File: src/rtl/dmem_ldst_responder_pkg.sv
`default_nettype none
// +-----------------------------------------------------------------------+
// | dmem_ldst_responder_pkg : shared ldst request/response packet types   |
// | Revision: 1.0                                                         |
// +-----------------------------------------------------------------------+
package dmem_ldst_responder_pkg;

    localparam int RV_XLEN     = 32;
    localparam int LDST_STRB_W = 4;

    typedef struct packed {
        logic [RV_XLEN-1:0]     addr;
        logic                   st;
        logic [RV_XLEN-1:0]     data;
        logic [LDST_STRB_W-1:0] strobe;
    } ldst_req_pkt_t;

    typedef struct packed {
        logic [RV_XLEN-1:0] data;
    } ldst_rsp_pkt_t;

endpackage
`default_nettype wire

File: src/rtl/dmem_ldst_responder_if.sv
`default_nettype none
// +-----------------------------------------------------------------------+
// | ldst_req_if_t / ldst_rsp_if_t : valid/ready ldst request and response |
// | Revision: 1.0                                                         |
// +-----------------------------------------------------------------------+
interface ldst_req_if_t;
    import dmem_ldst_responder_pkg::*;
    logic          vld;
    logic          rdy;
    ldst_req_pkt_t pkt;
    modport mst (output vld, output pkt, input rdy);
    modport slv (input vld, input pkt, output rdy);
endinterface

interface ldst_rsp_if_t;
    import dmem_ldst_responder_pkg::*;
    logic          vld;
    logic          rdy;
    ldst_rsp_pkt_t pkt;
    modport mst (output vld, output pkt, input rdy);
    modport slv (input vld, input pkt, output rdy);
endinterface
`default_nettype wire

File: src/rtl/dmem_ldst_responder_fifo.sv
`default_nettype none
// +-----------------------------------------------------------------------+
// | ldst_rsp_fifo : flopped response buffer with push/pop/full/empty/count|
// | Revision: 1.0                                                         |
// +-----------------------------------------------------------------------+
module ldst_rsp_fifo #(
    parameter int DEPTH = 2,
    parameter int WIDTH = 32
) (
    input  logic                       clk,
    input  logic                       rst,
    input  logic                       push,
    input  logic [WIDTH-1:0]           push_data,
    input  logic                       pop,
    output logic [WIDTH-1:0]           pop_data,
    output logic                       full,
    output logic                       empty,
    output logic [$clog2(DEPTH+1)-1:0] count
);
    import dmem_ldst_responder_pkg::*;

    localparam int PTR_W = $clog2(DEPTH);
    localparam int CNT_W = $clog2(DEPTH+1);

    logic [WIDTH-1:0] r_mem [DEPTH];
    logic [PTR_W-1:0] r_wptr;
    logic [PTR_W-1:0] r_rptr;
    logic [CNT_W-1:0] r_count;
    logic             w_do_push;
    logic             w_do_pop;

    function automatic logic [PTR_W-1:0] ptr_inc(input logic [PTR_W-1:0] p);
        return (p == PTR_W'(DEPTH-1)) ? '0 : p + PTR_W'(1);
    endfunction

    assign empty     = (r_count == '0);
    assign full      = (r_count == CNT_W'(DEPTH));
    assign count     = r_count;
    assign pop_data  = r_mem[r_rptr];
    assign w_do_pop  = pop & ~empty;
    // A push into a full buffer is accepted only when the head leaves this cycle.
    assign w_do_push = push & (~full | w_do_pop);

    always_ff @(posedge clk) begin
        if (w_do_push) begin
            r_mem[r_wptr] <= push_data;
        end
    end

    always_ff @(posedge clk) begin
        if (rst) begin
            r_wptr  <= '0;
            r_rptr  <= '0;
            r_count <= '0;
        end else begin
            if (w_do_push) begin
                r_wptr <= ptr_inc(r_wptr);
            end
            if (w_do_pop) begin
                r_rptr <= ptr_inc(r_rptr);
            end
            case ({w_do_push, w_do_pop})
                2'b10:   r_count <= r_count + CNT_W'(1);
                2'b01:   r_count <= r_count - CNT_W'(1);
                default: r_count <= r_count;
            endcase
        end
    end

endmodule
`default_nettype wire

File: src/rtl/dmem_ldst_responder.sv
`default_nettype none
// +-----------------------------------------------------------------------+
// | dmem_ldst_responder : aligns ldst requests onto a sync data SRAM      |
// | Revision: 1.0                                                         |
// +-----------------------------------------------------------------------+
module dmem_ldst_responder
    import dmem_ldst_responder_pkg::*;
#(
    parameter int SRAM_AW   = 12,
    parameter int RSP_DEPTH = 2
) (
    input  logic                   clk,
    input  logic                   rst,
    ldst_req_if_t.slv              ldst_req_slv,
    ldst_rsp_if_t.mst              ldst_rsp_mst,
    output logic                   sram_cs,
    output logic                   sram_we,
    output logic [SRAM_AW-1:0]     sram_addr,
    output logic [LDST_STRB_W-1:0] sram_wstrb,
    output logic [RV_XLEN-1:0]     sram_wdata,
    input  logic [RV_XLEN-1:0]     sram_rdata
);

    localparam int CNT_W = $clog2(RSP_DEPTH+1);

    logic               w_hsk;
    logic               w_pop;
    logic [1:0]         w_off;
    logic [CNT_W-1:0]   w_count;
    logic [CNT_W:0]     w_occ;
    logic               w_empty;
    logic               w_fifo_full_unused;
    logic               w_unused_addr;
    logic [RV_XLEN-1:0] w_push_data;
    logic [RV_XLEN-1:0] w_head;

    logic               r_if_vld;
    logic               r_if_st;
    logic [1:0]         r_if_off;

    assign w_off         = ldst_req_slv.pkt.addr[1:0];
    assign w_unused_addr = ^ldst_req_slv.pkt.addr[RV_XLEN-1:SRAM_AW+2];

    // Credit check counts the head leaving this cycle so rdy=1 sustains full rate.
    assign w_pop = ldst_rsp_mst.vld & ldst_rsp_mst.rdy;
    assign w_occ = {1'b0, w_count} + {{CNT_W{1'b0}}, r_if_vld} - {{CNT_W{1'b0}}, w_pop};
    assign ldst_req_slv.rdy = ~rst & (w_occ < (CNT_W+1)'(RSP_DEPTH));

    assign w_hsk      = ldst_req_slv.vld & ldst_req_slv.rdy;
    assign sram_cs    = w_hsk & ~rst;
    assign sram_we    = sram_cs & ldst_req_slv.pkt.st;
    assign sram_addr  = ldst_req_slv.pkt.addr[SRAM_AW+1:2];
    assign sram_wdata = ldst_req_slv.pkt.data << {w_off, 3'b000};
    assign sram_wstrb = sram_we ? (ldst_req_slv.pkt.strobe << w_off) : '0;

    always_ff @(posedge clk) begin
        if (rst) begin
            r_if_vld <= 1'b0;
            r_if_st  <= 1'b0;
            r_if_off <= 2'b00;
        end else begin
            r_if_vld <= w_hsk;
            if (w_hsk) begin
                r_if_st  <= ldst_req_slv.pkt.st;
                r_if_off <= w_off;
            end
        end
    end

    assign w_push_data = r_if_st ? '0 : (sram_rdata >> {r_if_off, 3'b000});

    ldst_rsp_fifo #(
        .DEPTH (RSP_DEPTH),
        .WIDTH (RV_XLEN)
    ) u_rsp_fifo (
        .clk       (clk),
        .rst       (rst),
        .push      (r_if_vld),
        .push_data (w_push_data),
        .pop       (w_pop),
        .pop_data  (w_head),
        .full      (w_fifo_full_unused),
        .empty     (w_empty),
        .count     (w_count)
    );

    assign ldst_rsp_mst.vld      = ~w_empty;
    assign ldst_rsp_mst.pkt.data = w_head;

endmodule
`default_nettype wire
File: src/flat_wrapper.sv
// flat-port wrapper written by rule: the top's interface ports become plain ports
module dmem_ldst_responder_flat import dmem_ldst_responder_pkg::*;
#(
    parameter int SRAM_AW   = 12,
    parameter int RSP_DEPTH = 2
)
  (clk, rst, sram_cs, sram_we, sram_addr, sram_wstrb, sram_wdata, sram_rdata, ldst_req_slv_vld, ldst_req_slv_pkt, ldst_req_slv_rdy, ldst_rsp_mst_vld, ldst_rsp_mst_pkt, ldst_rsp_mst_rdy);
  ldst_req_if_t ldst_req_slv_i ();
  ldst_rsp_if_t ldst_rsp_mst_i ();
  input  logic clk;
  input  logic rst;
  output logic sram_cs;
  output logic sram_we;
  output logic [SRAM_AW-1:0] sram_addr;
  output logic [LDST_STRB_W-1:0] sram_wstrb;
  output logic [RV_XLEN-1:0] sram_wdata;
  input  logic [RV_XLEN-1:0] sram_rdata;
  input wire logic [$bits(ldst_req_slv_i.vld)-1:0] ldst_req_slv_vld;
  input wire logic [$bits(ldst_req_slv_i.pkt)-1:0] ldst_req_slv_pkt;
  output wire logic [$bits(ldst_req_slv_i.rdy)-1:0] ldst_req_slv_rdy;
  output wire logic [$bits(ldst_rsp_mst_i.vld)-1:0] ldst_rsp_mst_vld;
  output wire logic [$bits(ldst_rsp_mst_i.pkt)-1:0] ldst_rsp_mst_pkt;
  input wire logic [$bits(ldst_rsp_mst_i.rdy)-1:0] ldst_rsp_mst_rdy;
  assign ldst_req_slv_i.vld = ldst_req_slv_vld;
  assign ldst_req_slv_i.pkt = ldst_req_slv_pkt;
  assign ldst_req_slv_rdy = ldst_req_slv_i.rdy;
  assign ldst_rsp_mst_vld = ldst_rsp_mst_i.vld;
  assign ldst_rsp_mst_pkt = ldst_rsp_mst_i.pkt;
  assign ldst_rsp_mst_i.rdy = ldst_rsp_mst_rdy;
  dmem_ldst_responder #(.SRAM_AW(SRAM_AW), .RSP_DEPTH(RSP_DEPTH)) u_core (.clk(clk), .rst(rst), .ldst_req_slv(ldst_req_slv_i), .ldst_rsp_mst(ldst_rsp_mst_i), .sram_cs(sram_cs), .sram_we(sram_we), .sram_addr(sram_addr), .sram_wstrb(sram_wstrb), .sram_wdata(sram_wdata), .sram_rdata(sram_rdata));
endmodule
File: config.mk
export PLATFORM = sky130hd
export DESIGN_NAME = dmem_ldst_responder_flat
export DESIGN_NICKNAME = d
export VERILOG_FILES = /design/src/rtl/dmem_ldst_responder_pkg.sv /design/src/rtl/dmem_ldst_responder_if.sv /design/src/rtl/dmem_ldst_responder_fifo.sv /design/src/rtl/dmem_ldst_responder.sv /design/src/flat_wrapper.sv
export SDC_FILE = /design/constraint.sdc
export NUM_CORES = 1
export LEC_CHECK = 0
export ABC_AREA = 1
export CAP_MARGIN = 25
export CORE_UTILIZATION = 31
export CTS_BUF_LIST = sky130_fd_sc_hd__clkbuf_16
export CTS_CLUSTER_DIAMETER = 60
export DETAILED_ROUTE_END_ITERATION = 6
export GPL_ROUTABILITY_DRIVEN = 0
export GPL_TIMING_DRIVEN = 1
export RECOVER_POWER = 100
export SYNTH_ARGS = -nofsm -noshare
export SYNTH_HDL_FRONTEND = slang
export SYNTH_SLANG_ARGS = --single-unit
File: constraint.sdc
create_clock -name clk -period 7.11 [get_ports clk]
set_clock_uncertainty 0.2 [all_clocks]
set_input_delay 1.7775 -clock clk [delete_from_list [all_inputs] [get_ports clk]]
set_output_delay 1.7775 -clock clk [all_outputs]
set_load 0.005 [all_outputs]
# --- Word level (Yosys, flattened, before mapping) ---
# Memories as Yosys holds them, arrays and structs flattened. A register that Yosys moved wholly into a read port is not among the register bits.
# Cells that the tools add are included.
classes:
  add_sub_neg: 6
  order_cmp: 1
  eq_ne: 3
  shift: 3
  muxes: 9
  bitwise: 11
  n_reduce_logical: 2
ops:
  columns: ["operator", "n"]
  rows:
  - ["$mux 32", 1]
  - ["$shl 32x5->32", 1]
  - ["$shr 32x5->32", 1]
  - ["$and 1x1->1", 7]
  - ["$mux 1", 6]
  - ["$eq 2x2->1 const B", 2]
  - ["$mux 4", 1]
  - ["$pmux 2 s2", 1]
  - ["$shl 4x2->4", 1]
  - ["$add 2x1->3", 1]
  - ["$lt 3x2->1 const B", 1]
  - ["$not 1->1", 3]
  - ["$sub 3x1->3", 1]
  - ["$add 1x1->1 const B", 2]
  - ["$add 2x1->2 const B", 1]
  - ["$eq 2x1->1 const B", 1]
  - ["$logic_not 2->1", 1]
  - ["$reduce_bool 2->1", 1]
  - ["$sub 2x1->2 const B", 1]
  - ["$or 1x1->1", 1]
word_totals:
  register_bits: 8
  mem_bits_rw: 64
  output_inout_bits: 84
  word_cells: 42
  n_memories: 1
memory_table:
  columns: ["name", "depth", "word_bits", "rd", "rd_clocked_by_memory_dff", "write_ports", "line_no", "text"]
  rows:
  - ["u_core.u_rsp_fifo.r_mem", 2, 32, 1, 1, 1, "dmem_ldst_responder_fifo.sv:25", "logic [WIDTH-1:0] r_mem [DEPTH];"]

# --- Longest topological paths before layout ---
depth:
  ltp_word: 10
  depth_mapped: 11

# --- Modules after synthesis ---
# From an unflattened synthesis, not the netlist that was laid out.
hier_totals:
  hier_cells: 402
  area_unflattened_um2: 4051.4
modules_own_cells:
  columns: ["mod", "instances", "cells_each", "area_per_inst_um2", "seq_area_each_um2"]
  rows:
  - ["ldst_rsp_fifo", 1, 139, 2603.7, 2021.9]
  - ["dmem_ldst_responder", 1, 263, 1447.6, 80.1]

# --- Least setup slack after synthesis ---
# OpenSTA, ideal clock, no wires.
synth_path:
  path_type: "input to output"
  from: "input port ldst_rsp_mst_rdy"
  to: "output port sram_wstrb[0]"
  t_arrival_ns: 3.617
  required_time_ns: 5.132
  slack_ns: 1.516
  cell_stages: 11
  path_buffers: 0
  cell_sequence: "o21ai_1 -> inv_2 -> ha_1 -> or2_2 -> fa_1 -> nand2_1 -> nor2_2 -> nand4_2 -> inv_2 -> nand2_2 -> nor2_1"
synth_via:
  elab_chain_cells: 8
synth_rtl:
  columns: ["element", "line_no", "text"]
  rows:
  - ["start: declaration", "flat_wrapper.sv:23", "input wire logic [$bits(ldst_rsp_mst_i.rdy)-1:0] ldst_rsp_mst_rdy;"]
  - ["$and 1x1->1", "dmem_ldst_responder.sv:45", "assign w_pop = ldst_rsp_mst.vld & ldst_rsp_mst.rdy;"]
  - ["$sub 3x1->3", "dmem_ldst_responder.sv:46", "assign w_occ = {1'b0, w_count} + {{CNT_W{1'b0}}, r_if_vld} - {{CNT_W{1'b0}}, w_pop};"]
  - ["$lt 3x2->1", "dmem_ldst_responder.sv:47", "assign ldst_req_slv.rdy = ~rst & (w_occ < (CNT_W+1)'(RSP_DEPTH));"]
  - ["$and 1x1->1", "dmem_ldst_responder.sv:47", null]
  - ["$and 1x1->1", "dmem_ldst_responder.sv:49", "assign w_hsk = ldst_req_slv.vld & ldst_req_slv.rdy;"]
  - ["$and 1x1->1", "dmem_ldst_responder.sv:50", "assign sram_cs = w_hsk & ~rst;"]
  - ["$and 1x1->1", "dmem_ldst_responder.sv:51", "assign sram_we = sram_cs & ldst_req_slv.pkt.st;"]
  - ["via sram_we", "flat_wrapper.sv:13", "output logic sram_we;"]
  - ["$mux 4", "dmem_ldst_responder.sv:54", "assign sram_wstrb = sram_we ? (ldst_req_slv.pkt.strobe << w_off) : '0;"]
  - ["end: declaration", "flat_wrapper.sv:15", "output logic [LDST_STRB_W-1:0] sram_wstrb;"]
# The timed path passes the listed nets, and every way through them passes these cells.

# --- Worst setup path in the final report ---
layout_path:
  from: "input port ldst_rsp_mst_rdy"
  to: "output port sram_wstrb[1]"
layout_via:
  elab_chain_cells: 8
layout_rtl:
  columns: ["element", "line_no"]
  rows:
  - ["$and 1x1->1", "dmem_ldst_responder.sv:45"]
  - ["$sub 3x1->3", "dmem_ldst_responder.sv:46"]
  - ["$lt 3x2->1", "dmem_ldst_responder.sv:47"]
  - ["$and 1x1->1", "dmem_ldst_responder.sv:47"]
  - ["$and 1x1->1", "dmem_ldst_responder.sv:49"]
  - ["$and 1x1->1", "dmem_ldst_responder.sv:50"]
  - ["$and 1x1->1", "dmem_ldst_responder.sv:51"]
  - ["$mux 4", "dmem_ldst_responder.sv:54"]
# Every way passes these cells.

==> results.ini <==
[sta]
rsz0062_at_grt=no
tightest_slew_ps=2870
finalHoldViolations=0
setup_viol=0
relSlewSlack_pct=-92.04
min_period_ps=6762
fin_setup_tns_ps=0
max_freq_ghz=0.1479
finalCritPeriodShare_pct=95.11
worst_slack_ps=347.7
final-max-slew-violation-count=142

[synth]
syn_nets=501
synth-seq-cells=73
yosys-top-cells-count=edfxtp_1, nor2_1, nand2_1
synth_cell_types=29
synth_area_um2=3948
syn_inst=393
ys_warn_count=0
synth_edf_count=64
netlist.area_leader.share_pct=48.68
synth_largest_area_cell=edfxtp_1
netlist_top_cells_area=edfxtp_1, mux2_2, nor2_1
synthArstFlopShare_pct=0
ys_seq_area_share_pct=53.25
synth_most_common_cell=edfxtp_1
ys.flop_type=edfxtp_1
synth_area_per_cell_um2=10.04

[placed_design]
placedInstanceArea_um2=5435
dpl.cell_count=675
dpl.hpwl_mm=7.380
preCtsSetupSlack_ps=403.0
io_buffer_count=146

[clock_network]
path_clk_slew_ps=50
cts_buffers=9
clk_path_buf_depth=2
cts_setup_buffers=0
clk_latency_ps=320
cts_tree=done
root_buffer=clkbuf_16
post_cts_resized=0
cts_sinks=73
h-tree-depth=3
hold_buffers=0

[floorplanning]
dieArea_um2=13190
rows=40
ios=189
start_util_pct=32.33
core-area_um2=12210
die_w_um=114.8
die_h_um=114.8

[min_path]
hold_path_class=reg2reg

[setup_path]
crit_required_ps=5130
crit_arrival_ps=4780
setup.worst_path.end_class=output port
start_kind=input port
crit_type=in2out
worst-path-max-fanout=6

[detailed_routing]
initialDrtViolationCount=256
wire_per_inst_um=15.17
wl_met1_mm=4.033
drt-pass1-iter-count=4
dr_wl_met3_mm=1.022
ant_nets=0
routed_via_density=4.876
drc=0
vias=3374
drt-total-wl_mm=10.50
dr_wl_met2_mm=5.386
routed.top_layer=met4

[layout]
drive_above_1_share_pct=10.13
design_area_um2=5763
syn2layout_area_growth_pct=45.99
final_cells=692
nets=627

[grt]
first_global_vias=3349
grt_pass1_wl_mm=15.93
grt_start_max_net_pins=42
gr-usage-all-layers_pct=15.68
antenna_found_initial=0
grt-ovfl-total=0

[power_and_ir_drop]
total_power_w=0.001870
leakagePower_nw=2.188
powerDensity_nw_per_um2=324.4
peakVddDrop_v=0.0001454

[job]
drv_cap=4

[status]
status=finished with violations
violations=max-capacitance violations, max-slew violations

## where the power goes
| group | total, W | switching (W) | internal (W) | leakage [nW] |
|---|---|---|---|---|
| registers | 0.000661 | 0.0000322 | 0.000628 | 0.662 |
| clock network | 0.000502 | 0.000162 | 0.000339 | 0.163 |
| logic | 0.000708 | 0.000366 | 0.000342 | 1.36 |
| total | 0.00187 | 0.000560 | 0.00131 | 2.19 |
## worst paths after layout
| check | from | to | slack, ps | cells past startpoint |
|---|---|---|---|---|
| min reg2reg | u_core.u_rsp_fifo.r_rptr | u_core.u_rsp_fifo.r_rptr | 250 | 1 |
| max | ldst_rsp_mst_rdy | sram_wstrb[1] | 350 | 13 |
| min | u_core.u_rsp_fifo.r_rptr | u_core.u_rsp_fifo.r_rptr | 250 | 1 |
| max reg2reg | u_core.u_rsp_fifo.count[0] | u_core.u_rsp_fifo.r_mem[1][6] | 3690 | 4 |
## flip-flops by register name, summed over array words and instances, names as in the netlist, named ones only
signal                    count
u_core.r_if_off               2
u_core.r_if_st                1
u_core.r_if_vld               1
u_core.u_rsp_fifo.count       2
u_core.u_rsp_fifo.r_mem      64
u_core.u_rsp_fifo.r_rptr      1
u_core.u_rsp_fifo.r_wptr      1
## cells by family (layout without fill, tap and decap cells)
group,count (synthesis),in the layout,share of synthesized area [%]
flip-flops,73,73,53.25
AND/OR/NAND/NOR,125,125,12.77
AO/OA/AOI/OAI,85,85,11.92
buffers and inverters,60,190,7.987
multiplexers,47,47,12.93
adder cells (fa/ha/maj),3,3,1.141
other,0,1,0
## stage by stage
stage / util, % / hold WS (ps)
final: 47.19 / 250.6
after global routing: 47.17 / 311.6
after CTS: 47.23 / 250.6
after detailed placement: 44.51 / 237.5
after global placement: 44.51 / 237.0
after floorplan: - / 225.5
## final cells by class
class / count / area (um2)
Antenna cell: 1 / 2.502
Clock buffer: 9 / 225.2
Clock inverter: 6 / 107.6
Fill cell: 1208 / 6449
Inverter: 24 / 91.34
Multi-Input combinational cell: 260 / 1519
Sequential cell: 73 / 2102
Tap cell: 168 / 210.2
Timing Repair Buffer: 151 / 1505
## metal layers
metal  vias up  GRT usage [%]
met4         0          6.494
met3         6          4.797
met5         -              0
met1      1593          16.58
li1       1627              -
met2       148          28.84
## critical path: stages
cell and delay (ps):
clkdlybuf4s50_1 500, o21ai_0 160, inv_2 140, ha_1 230
or2_2 300, fa_1 490, nand2_1 50, nor2_1 160
nand4_1 210, inv_2 120, nand2_2 50, nor2_1 90
clkdlybuf4s50_1 500
## cell usage in the layout, fill, tap and decap left out, types with 2 or more instances in the layout
| cell | netlist | final |
|---|---|---|
| a21oi_1 | 26 | 26 |
| a22oi_1 | 7 | 7 |
| bufinv_16 | 0 | 3 |
| clkbuf_1 | 5 | 3 |
| clkbuf_16 | 0 | 9 |
| clkdlybuf4s50_1 | 0 | 77 |
| clkinv_2 | 1 | 2 |
| dfxtp_1 | 9 | 9 |
| dlygate4sd3_1 | 0 | 69 |
| edfxtp_1 | 64 | 64 |
| ha_1 | 2 | 2 |
| inv_1 | 16 | 19 |
| inv_2 | 7 | 4 |
| mux2_1 | 2 | 4 |
| mux2_2 | 30 | 28 |
| mux2i_1 | 15 | 15 |
| nand2_1 | 50 | 50 |
| nand3_1 | 6 | 7 |
| nor2_1 | 61 | 61 |
| nor2_2 | 2 | 2 |
| nor3_1 | 2 | 2 |
| o21ai_0 | 28 | 30 |
| o21ai_1 | 5 | 3 |
| o22ai_1 | 17 | 17 |
Note: power is estimated with default switching activity, not from simulation.
